**src/rtl/multicycle_control_fsm.sv**
```systemverilog
// Multicycle MIPS sequencing controller. It steps one state per cycle,
// decodes the opcode and funct fields held in the instruction register,
// drives the datapath selects and write enables, and runs a req/ready
// handshake on the shared memory port. It also counts retired
// instructions and parks in TRAP when it meets an unsupported opcode.
module multicycle_control_fsm #(
  parameter int INSTRET_W = 32
) (
  input  logic                 clk,
  input  logic                 reset,
  input  logic [5:0]           opcode,
  input  logic [5:0]           funct,
  input  logic                 zero,
  input  logic                 mem_ready,
  output logic                 mem_req,
  output logic                 mem_write,
  output logic                 iord,
  output logic                 ir_write,
  output logic                 pc_write,
  output logic                 pc_write_cond,
  output logic [1:0]           pc_src,
  output logic                 alu_src_a,
  output logic [1:0]           alu_src_b,
  output logic [1:0]           alu_op,
  output logic [1:0]           reg_dst,
  output logic [1:0]           mem_to_reg,
  output logic                 reg_write,
  output logic                 halted,
  output logic [3:0]           state,
  output logic [INSTRET_W-1:0] instret
);

  typedef enum logic [3:0] {
    FETCH  = 4'd0,
    DECODE = 4'd1,
    MEMADR = 4'd2,
    MEMRD  = 4'd3,
    MEMWB  = 4'd4,
    MEMWR  = 4'd5,
    REX    = 4'd6,
    RWB    = 4'd7,
    BRANCH = 4'd8,
    IEX    = 4'd9,
    IWB    = 4'd10,
    JUMP   = 4'd11,
    JAL    = 4'd12,
    JR     = 4'd13,
    TRAP   = 4'd15
  } state_t;

  localparam logic [5:0] OP_RTYPE = 6'b000000;
  localparam logic [5:0] OP_J     = 6'b000010;
  localparam logic [5:0] OP_JAL   = 6'b000011;
  localparam logic [5:0] OP_BEQ   = 6'b000100;
  localparam logic [5:0] OP_ADDI  = 6'b001000;
  localparam logic [5:0] OP_ADDIU = 6'b001001;
  localparam logic [5:0] OP_ORI   = 6'b001101;
  localparam logic [5:0] OP_LUI   = 6'b001111;
  localparam logic [5:0] OP_LW    = 6'b100011;
  localparam logic [5:0] OP_SW    = 6'b101011;
  localparam logic [5:0] FN_JR    = 6'b001000;

  state_t cur, nxt;

  // The branch decision is made in the datapath (pc_write_cond AND zero),
  // so the flag does not steer the sequence here.
  logic unused_zero;
  assign unused_zero = zero;

  // Next-state selection; memory states hold until the access completes.
  always_comb begin
    nxt = cur;
    case (cur)
      FETCH:  if (mem_ready) nxt = DECODE;
      DECODE: begin
        case (opcode)
          OP_LW, OP_SW:                       nxt = MEMADR;
          OP_RTYPE:                           nxt = (funct == FN_JR) ? JR : REX;
          OP_BEQ:                             nxt = BRANCH;
          OP_ADDI, OP_ADDIU, OP_ORI, OP_LUI:  nxt = IEX;
          OP_J:                               nxt = JUMP;
          OP_JAL:                             nxt = JAL;
          default:                            nxt = TRAP;
        endcase
      end
      MEMADR: nxt = (opcode == OP_SW) ? MEMWR : MEMRD;
      MEMRD:  if (mem_ready) nxt = MEMWB;
      MEMWR:  if (mem_ready) nxt = FETCH;
      REX:    nxt = RWB;
      IEX:    nxt = IWB;
      MEMWB, RWB, BRANCH, IWB, JUMP, JAL, JR: nxt = FETCH;
      default: nxt = TRAP;
    endcase
  end

  // State register and retirement counter; an instruction retires on the
  // edge that returns the sequence to FETCH.
  always_ff @(posedge clk or posedge reset) begin
    if (reset) begin
      cur     <= FETCH;
      instret <= '0;
    end else begin
      cur <= nxt;
      if (nxt == FETCH && cur != FETCH)
        instret <= instret + INSTRET_W'(1);
    end
  end

  assign state = reset ? 4'd0 : cur;

  // Control decode from the current state; everything is held low in reset
  // so an outstanding memory request drops immediately.
  always_comb begin
    mem_req       = 1'b0;
    mem_write     = 1'b0;
    iord          = 1'b0;
    ir_write      = 1'b0;
    pc_write      = 1'b0;
    pc_write_cond = 1'b0;
    pc_src        = 2'b00;
    alu_src_a     = 1'b0;
    alu_src_b     = 2'b00;
    alu_op        = 2'b00;
    reg_dst       = 2'b00;
    mem_to_reg    = 2'b00;
    reg_write     = 1'b0;
    halted        = 1'b0;
    if (!reset) begin
      case (cur)
        FETCH: begin
          mem_req   = 1'b1;
          alu_src_b = 2'b01;
          ir_write  = mem_ready;
          pc_write  = mem_ready;
        end
        DECODE: alu_src_b = 2'b11;
        MEMADR: begin
          alu_src_a = 1'b1;
          alu_src_b = 2'b10;
        end
        MEMRD: begin
          mem_req = 1'b1;
          iord    = 1'b1;
        end
        MEMWB: begin
          reg_write  = 1'b1;
          mem_to_reg = 2'b01;
        end
        MEMWR: begin
          mem_req   = 1'b1;
          mem_write = 1'b1;
          iord      = 1'b1;
        end
        REX: begin
          alu_src_a = 1'b1;
          alu_op    = 2'b10;
        end
        RWB: begin
          reg_write = 1'b1;
          reg_dst   = 2'b01;
        end
        BRANCH: begin
          alu_src_a     = 1'b1;
          alu_op        = 2'b01;
          pc_write_cond = 1'b1;
          pc_src        = 2'b01;
        end
        IEX: begin
          alu_src_a = 1'b1;
          alu_src_b = 2'b10;
          alu_op    = (opcode == OP_ORI || opcode == OP_LUI) ? 2'b11 : 2'b00;
        end
        IWB: reg_write = 1'b1;
        JUMP: begin
          pc_write = 1'b1;
          pc_src   = 2'b10;
        end
        JAL: begin
          pc_write   = 1'b1;
          pc_src     = 2'b10;
          reg_write  = 1'b1;
          reg_dst    = 2'b10;
          mem_to_reg = 2'b10;
        end
        JR: begin
          pc_write = 1'b1;
          pc_src   = 2'b11;
        end
        default: halted = 1'b1;
      endcase
    end
  end

endmodule

```
**config.mk**
```make
export PLATFORM = sky130hd
export DESIGN_NAME = multicycle_control_fsm
export DESIGN_NICKNAME = d
export VERILOG_FILES = /design/src/rtl/multicycle_control_fsm.sv
export SDC_FILE = /design/constraint.sdc
export NUM_CORES = 1
export LEC_CHECK = 0
export CAP_MARGIN = 20
export CORE_ASPECT_RATIO = 0.5
export CORE_MARGIN = 5
export CORE_UTILIZATION = 37
export CTS_CLUSTER_DIAMETER = 150
export DETAILED_ROUTE_END_ITERATION = 12
export GPL_ROUTABILITY_DRIVEN = 0
export HOLD_SLACK_MARGIN = 0.02
export PLACE_DENSITY = 0.65
export SYNTH_ARGS = -nofsm -noshare
export SYNTH_HDL_FRONTEND = slang
export SYNTH_SLANG_ARGS = --single-unit
```
**constraint.sdc**
```tcl
create_clock -name clk -period 6.58 [get_ports clk]
set_input_delay 1.316 -clock clk [delete_from_list [all_inputs] [get_ports clk]]
set_output_delay 1.316 -clock clk [all_outputs]
set_load 0.05 [all_outputs]
```
# Word level (Yosys, flattened, before mapping)
# Index checks and enable logic that the tools add are counted.
# totals
ff_bits	36
inputBits	16
out_inout_bits	55
wordCells	80
# classes
n_addsub	1
eq_ne	23
n_mux	37
n_reduce_logical	17
# ops
operator	n
$add 32x1->32 const B	1
$pmux 4 s8	1
$eq 6x4->1 const B	5
$eq 4x4->1 const B	6
$pmux 4 s6	1
$mux 4	5
$pmux 2 s3	3
$mux 1	17
$eq 4x3->1 const B	4
$reduce_or 14->1	1
$eq 6x2->1 const B	2
$eq 6x6->1 const B	2
$mux 2	6
$reduce_or 4->1	3
$eq 4x2->1 const B	2
$logic_not 4->1	2
$pmux 2 s2	2
$reduce_or 2->1	4
$reduce_or 7->1	1
$eq 6x3->1 const B	1
$logic_not 6->1	1
$reduce_or 3->1	2
$eq 4x1->1 const B	1
$reduce_bool 4->1	1
other kinds (4)	4

# Logic depth before layout (Yosys ltp)
# Gate-level depths: netlist (run 1).
# logic_depth
depth_word	6
ltp_mapped	9
mapped_depth_nobuf	7

# Worst setup path before layout (run 1)
# Ideal clock, no wire load.
# synth_path
kind	input port to output port
start	input port opcode[0]
end	output port alu_op[0]
arrival_time_ns	4.553
required_time_ns	5.264
path_slack_ns	0.711
path_stages	4
path_buffers	1
cell_sequence	clkbuf_1 -> nand3_1 -> or3_1 -> a2111oi_0
# synth_via
elab_chain_cells	5
elab_cells_between_ends	6
cone_classes	eq/ne (2); mux (3); reduce/logical (1)
# synth_lines
element	line	source
start: declaration	11	input logic [5:0] opcode,
$eq 6x4->1	171	alu_op = (opcode == OP_ORI || opcode == OP_LUI) ? 2'b11 : 2'b00;
$logic_or 1x1->1 *	171	
$mux 2 *	171	
$pmux 2 s3 *	129	case (cur)
$mux 2 *	128	if (!reset) begin
end: declaration	24	output logic [1:0] alu_op,
# Mark *: on every way between the ends. The rest lies on a longest branch, timed or not.

# Worst setup path after layout (run 1)
# Ends and elaborated chain as after synthesis.

==> results of run 1 <==
## routing by layer
| metal | vias to the layer above | GRT usage |
|---|---|---|
| li1 | 1062 | - |
| met1 | 1057 | 0.181 |
| met2 | 65 | 0.259 |
| met3 | 4 | 0.0314 |
| met4 | 0 | 0.0414 |
| met5 | - | 0 |
## critical path, delay by kind of cell
kind / cells / cell delay [ps]
buffers and inverters: 2 / 1610
AO/OA/AOI/OAI: 1 / 470
AND/OR/NAND/NOR: 2 / 510
## cell families (layout without fill, tap and decap cells)
| kind of cell | count (synthesis) | after routing | synth area share |
|---|---|---|---|
| compound gates | 28 | 28 | 0.0825 |
| xor+xnor | 33 | 33 | 0.121 |
| fa+ha+maj | 2 | 2 | 0.00992 |
| buf+inv | 30 | 89 | 0.0601 |
| flops | 36 | 36 | 0.376 |
| mux | 2 | 2 | 0.00888 |
| simple gates | 140 | 140 | 0.342 |
## stage by stage
step | hold slack (ps) | cells
floorplan | 723 | 271
global placement | 457 | 410
detailed placement | 461 | 410
CTS | 473 | 418
global route | 491 | 418
finish | 464 | 418
## final cells by class
type	instances	area, µm²	area share
clock inverters	3	42.5	0.0130
flip-flops and latches	36	901	0.276
repair buffers	70	698	0.214
multi-input cells	205	1350	0.413
inverters	11	41.3	0.0126
well taps	88	110	0.0337
clock buffers	5	125	0.0383
## report_power, final
part           internal (W)  switching (W)  total, W
clock network      0.000178      0.0000920  0.000270
logic              0.000194       0.000367  0.000561
registers          0.000252      0.0000741  0.000326
total              0.000624       0.000533   0.00116
## registers in the layout, indices dropped and copies added, names as in the netlist
signal,cells
instret,32
cur,4
## worst paths after layout
path,to,startpoint,depth (start not counted)
max,alu_op[0],opcode[0],5
min in group asynchronous,cur[0],reset,3
min reg2reg,instret[31],instret[31],1
max reg2reg,instret[6],cur[2],7
min,instret[31],instret[31],1
max in group asynchronous,instret[4],reset,3
## Yosys cell counts, drive strengths merged (2+ instances only)
| master | instances | area, µm² |
|---|---|---|
| dfrtp | 36 | 901 |
| nand4b | 3 | 32.5 |
| and3 | 2 | 12.5 |
| o21ai | 2 | 10.0 |
| nand3 | 11 | 55.1 |
| a31oi | 2 | 12.5 |
| or2 | 4 | 27.5 |
| nand4 | 4 | 25.0 |
| nand2b | 10 | 62.6 |
| nor4b | 4 | 35.0 |
| inv | 10 | 37.5 |
| nor3 | 21 | 105 |
| or3 | 6 | 37.5 |
| xor2 | 25 | 219 |
| buf | 9 | 65.1 |
| nor4 | 12 | 125 |
| a21o | 3 | 22.5 |
| nand2 | 21 | 78.8 |
| nor2b | 12 | 75.1 |
| a22oi | 2 | 15.0 |
| clkbuf | 10 | 37.5 |
| nor2 | 23 | 88.8 |
| a211oi | 3 | 22.5 |
| a21oi | 8 | 40.0 |
| xnor2 | 8 | 70.1 |
| or4 | 2 | 18.8 |
==> results.sh, run 1 <==
export IMPL_hold_buffers=0
export IMPL_critical_path_arrival_ps=3910
export IMPL_drv_slew=0
export IMPL_max_freq_mhz=191
export IMPL_finClkSkew_ps=4.03
export IMPL_routed_top_layer="met4"
export IMPL_ys_ff_latch=36
export IMPL_wirelength_um=5950
export IMPL_grt_pass1_vias=2104
export IMPL_syn_area_um2=2400
export IMPL_boundaryPins=71
export IMPL_maxCapViolations=0
export IMPL_cts_resized=0
export IMPL_preCtsSetupSlack_ps=1400
export IMPL_firstDrtPassIters=4
export IMPL_p_per_area_nw_per_um2=354
export IMPL_finalHoldViolations=0
export IMPL_setup_viol_count_final=0
export IMPL_critPathMaxFanout=11
export IMPL_core_area_um2=6180
export IMPL_final_common_cell="clkdlybuf4s50_1"
export IMPL_rsz0062_at_grt="no"
export IMPL_relSlewSlack=0.354
export IMPL_vdd_drop_max_uv=190
export IMPL_synthCells=271
export IMPL_final_setup_tns_ps=0
export IMPL_die_width_um=124
export IMPL_met3_length_um=364
export IMPL_max_stage_delay_ps=890
export IMPL_cts_tree="yes"
export IMPL_place_detailed_hpwl_um=4300
export IMPL_clkTransAtPathRegs_ps=60
export IMPL_cp_cell_sequence="clkdlybuf4s50_1 > nand3_1 > or3_1 > a2111oi_0 > clkdlybuf4s50_1"
export IMPL_vias=2188
export IMPL_grt_max_degree=37
export IMPL_clock_latency_ps=280
export IMPL_antenna_found_initial=0
export IMPL_grt_pass1_wl_um=9940
export IMPL_yosysSeqAreaShare=0.376
export IMPL_synth_avg_cell_area_um2=8.84
export IMPL_synth_cell_types=52
export IMPL_die_area_um2=8280
export IMPL_avgRoutedWirePerCell_um=14.2
export IMPL_syn_nets=288
export IMPL_cpMaxStageDelayCell="clkdlybuf4s50_1"
export IMPL_hp_class="flop to flop"
export IMPL_portBuffers=69
export IMPL_cts_num_sinks=36
export IMPL_cpMostUsedCell="clkdlybuf4s50_1"
export IMPL_clock_path_buffers=2
export IMPL_wl_met2_um=2880
export IMPL_p_leak_nw=1.36
export IMPL_synth_flop_cell="dfrtp_1"
export IMPL_start_kind="input port"
export IMPL_synth_edf_count=0
export IMPL_fin_crit_sh=0.794
export IMPL_setup_slack_ps=1350
export IMPL_finalPower_w=0.00116
export IMPL_n_fill_cell=623
export IMPL_async_flop_share=1.00
export IMPL_rows=20
export IMPL_initial_core_util=0.388
export IMPL_postCtsSetupRepairBufs=0
export IMPL_synth_warnings=0
export IMPL_htreeDepth=2
export IMPL_status="complete, no violations"
export IMPL_ant_nets=0
export IMPL_required_ps=5260
export IMPL_final_core_util=0.529
export IMPL_root_buffer="clkbuf_16"
export IMPL_drive_gt1_frac=0.0818
export IMPL_r2r_slack_ps=3310
export IMPL_place_area_um2=3100
export IMPL_drc=0
export IMPL_tightestPinTransition_ps=965
export IMPL_met1Wirelength_um=2670
export IMPL_syn2layout_area_growth_pct=36.4
export IMPL_end_kind="primary output"
export IMPL_fin_crit_ps=5230
export IMPL_postLayoutCellArea_um2=3270
export IMPL_die_h_um=66.9
export IMPL_overflow=0
export IMPL_drtIter0Drc=191
export IMPL_grt_total_usage=0.147
export IMPL_viasPerCell=5.23
export IMPL_path_class="input port to primary output"
export IMPL_final_cell_mix="clkdlybuf4s50_1, dfrtp_1, xor2_1"
export IMPL_nets=346
export IMPL_num_antenna_cells=0
export IMPL_cts_buffers_inserted=5
Note: power is estimated with default switching activity, not from simulation.
==> inputs of run 2 (changes only) <==
clock period = 5.2 ns   (was 6.58 ns; I/O delays follow)
==> results.sh, run 2 (synthesis gave the netlist of run 1 again) <==
export IMPL_die_width_um=124
export IMPL_hold_buffers=0
export IMPL_critPathMaxFanout=11
export IMPL_firstDrtPassIters=4
export IMPL_r2r_slack_ps=2020
export IMPL_cts_num_sinks=36
export IMPL_rr_worst_depth=8
export IMPL_antenna_found_initial=0
export IMPL_initial_core_util=0.388
export IMPL_rr_endpoint="instret[9]"
export IMPL_relSlewSlack=0.460
export IMPL_setup_viol_count_final=0
export IMPL_drv_slew=0
export IMPL_die_area_um2=8280
export IMPL_cts_tree="yes"
export IMPL_start_kind="input port"
export IMPL_timing_critical_path_buf_inv=2
export IMPL_drtIter0Drc=107
export IMPL_hp_class="flop to flop"
export IMPL_wirelength_um=5960
export IMPL_portBuffers=69
export IMPL_nets=348
export IMPL_reg_largest_list="instret: 32 flops, cur: 4 flops"
export IMPL_rows=20
export IMPL_cp_top_family="buffers and inverters"
export IMPL_die_h_um=66.9
export IMPL_boundaryPins=71
export IMPL_grt_pass1_wl_um=10100
export IMPL_root_buffer="clkbuf_16"
export IMPL_maxCapViolations=0
export IMPL_r2r_start="cur[2]"
export IMPL_finalPower_w=0.00144
export IMPL_core_area_um2=6180
export IMPL_clkTransAtPathRegs_ps=60
export IMPL_final_common_cell="clkdlybuf4s50_1"
export IMPL_fin_crit_sh=0.899
export IMPL_hold_depth=1
export IMPL_hp_start="instret[31]"
export IMPL_rsz0062_at_grt="no"
export IMPL_grt_pass1_vias=2144
export IMPL_fin_crit_ps=4680
export IMPL_ant_nets=0
export IMPL_cts_buffers_inserted=5
export IMPL_top_register="instret"
export IMPL_overflow=0
export IMPL_num_antenna_cells=0
export IMPL_cpMostUsedCell="clkdlybuf4s50_1"
export IMPL_largest_reg_flops=32
export IMPL_final_cell_mix="clkdlybuf4s50_1, dfrtp_1, xor2_1"
export IMPL_cts_resized=0
export IMPL_final_setup_tns_ps=0
export IMPL_cpMaxStageDelayCell="clkdlybuf4s50_1"
export IMPL_max_freq_mhz=214
export IMPL_viasPerCell=5.15
export IMPL_vias=2161
export IMPL_status="complete, no violations"
export IMPL_finClkSkew_ps=4.86
export IMPL_vdd_drop_max_uv=245
export IMPL_tightestPinTransition_ps=809
export IMPL_critical_path_arrival_ps=3640
export IMPL_htreeDepth=2
export IMPL_path_class="input port to primary output"
export IMPL_clock_latency_ps=270
export IMPL_grt_total_usage=0.149
export IMPL_drive_gt1_frac=0.0843
export IMPL_drc=0
export IMPL_finalHoldViolations=0
export IMPL_postCtsSetupRepairBufs=0
export IMPL_hold_end="instret[31]"
export IMPL_avgRoutedWirePerCell_um=14.2
export IMPL_required_ps=4160
export IMPL_p_leak_nw=1.36
export IMPL_syn2layout_area_growth_pct=36.4
export IMPL_p_per_area_nw_per_um2=440
export IMPL_clock_path_buffers=2
export IMPL_end_kind="primary output"
export IMPL_cp_cell_sequence="clkdlybuf4s50_1 > nand3_1 > or3_1 > a2111oi_1 > clkdlybuf4s50_1"
export IMPL_grt_max_degree=25
export IMPL_place_detailed_hpwl_um=4390
export IMPL_max_stage_delay_ps=880
[run 2: cell types whose count changed in the layout (fill, tap and decap cells not counted)]
cell	before	now
clkinv_2	1	0
clkbuf_1	0	1
bufinv_16	1	0
a2111oi_1	0	1
clkbuf_8	0	1
a2111oi_0	1	0
buf_4	1	3
[run 2: cell type report]
class	instances	area, µm²
flip-flops and latches	36	901
clock inverters	1	7.51
repair buffers	72	713
clock buffers	7	143
inverters	11	41.3
fillers	602	2910
multi-input cells	205	1350
well taps	88	110
[run 2: report_power, final]
part | total [W] | switching (W) | internal, W | leakage, nW
registers | 0.000414 | 0.0000943 | 0.000319 | 0.461
clock network | 0.000299 | 0.000109 | 0.000191 | 0.0701
logic | 0.000725 | 0.000469 | 0.000256 | 0.825
[run 2: metrics by stage]
stage	hold slack (ps)	worst slack (ps)	area (µm²)	utilization	std cells
finish	464	524	3270	0.529	420
global route	509	432	3270	0.529	420
CTS	467	550	3270	0.529	420
detailed placement	456	570	3120	0.504	412
global placement	457	665	3120	0.504	412
floorplan	723	541	2400	-	271
[run 2: how the worst max path moves through the flow]
stage | startpoint | endpoint | slack, ps | depth (start not counted)
final | opcode[0] | alu_op[0] | 520 | 5
after global routing | opcode[0] | alu_op[0] | 430 | 5
after CTS | opcode[0] | alu_op[0] | 550 | 5
after detailed placement | opcode[0] | alu_op[0] | 570 | 5
after global placement | opcode[0] | alu_op[0] | 660 | 5
after floorplan | opcode[0] | alu_op[0] | 540 | 4
[run 2: layer usage]
metal / vias to the layer above / routed length (µm) / global-route usage
met5: - / 0 / 0
met4: 0 / 34 / 0.0428
li1: 1068 / - / -
met2: 72 / 2810 / 0.256
met1: 1017 / 2760 / 0.191
met3: 4 / 357 / 0.0271
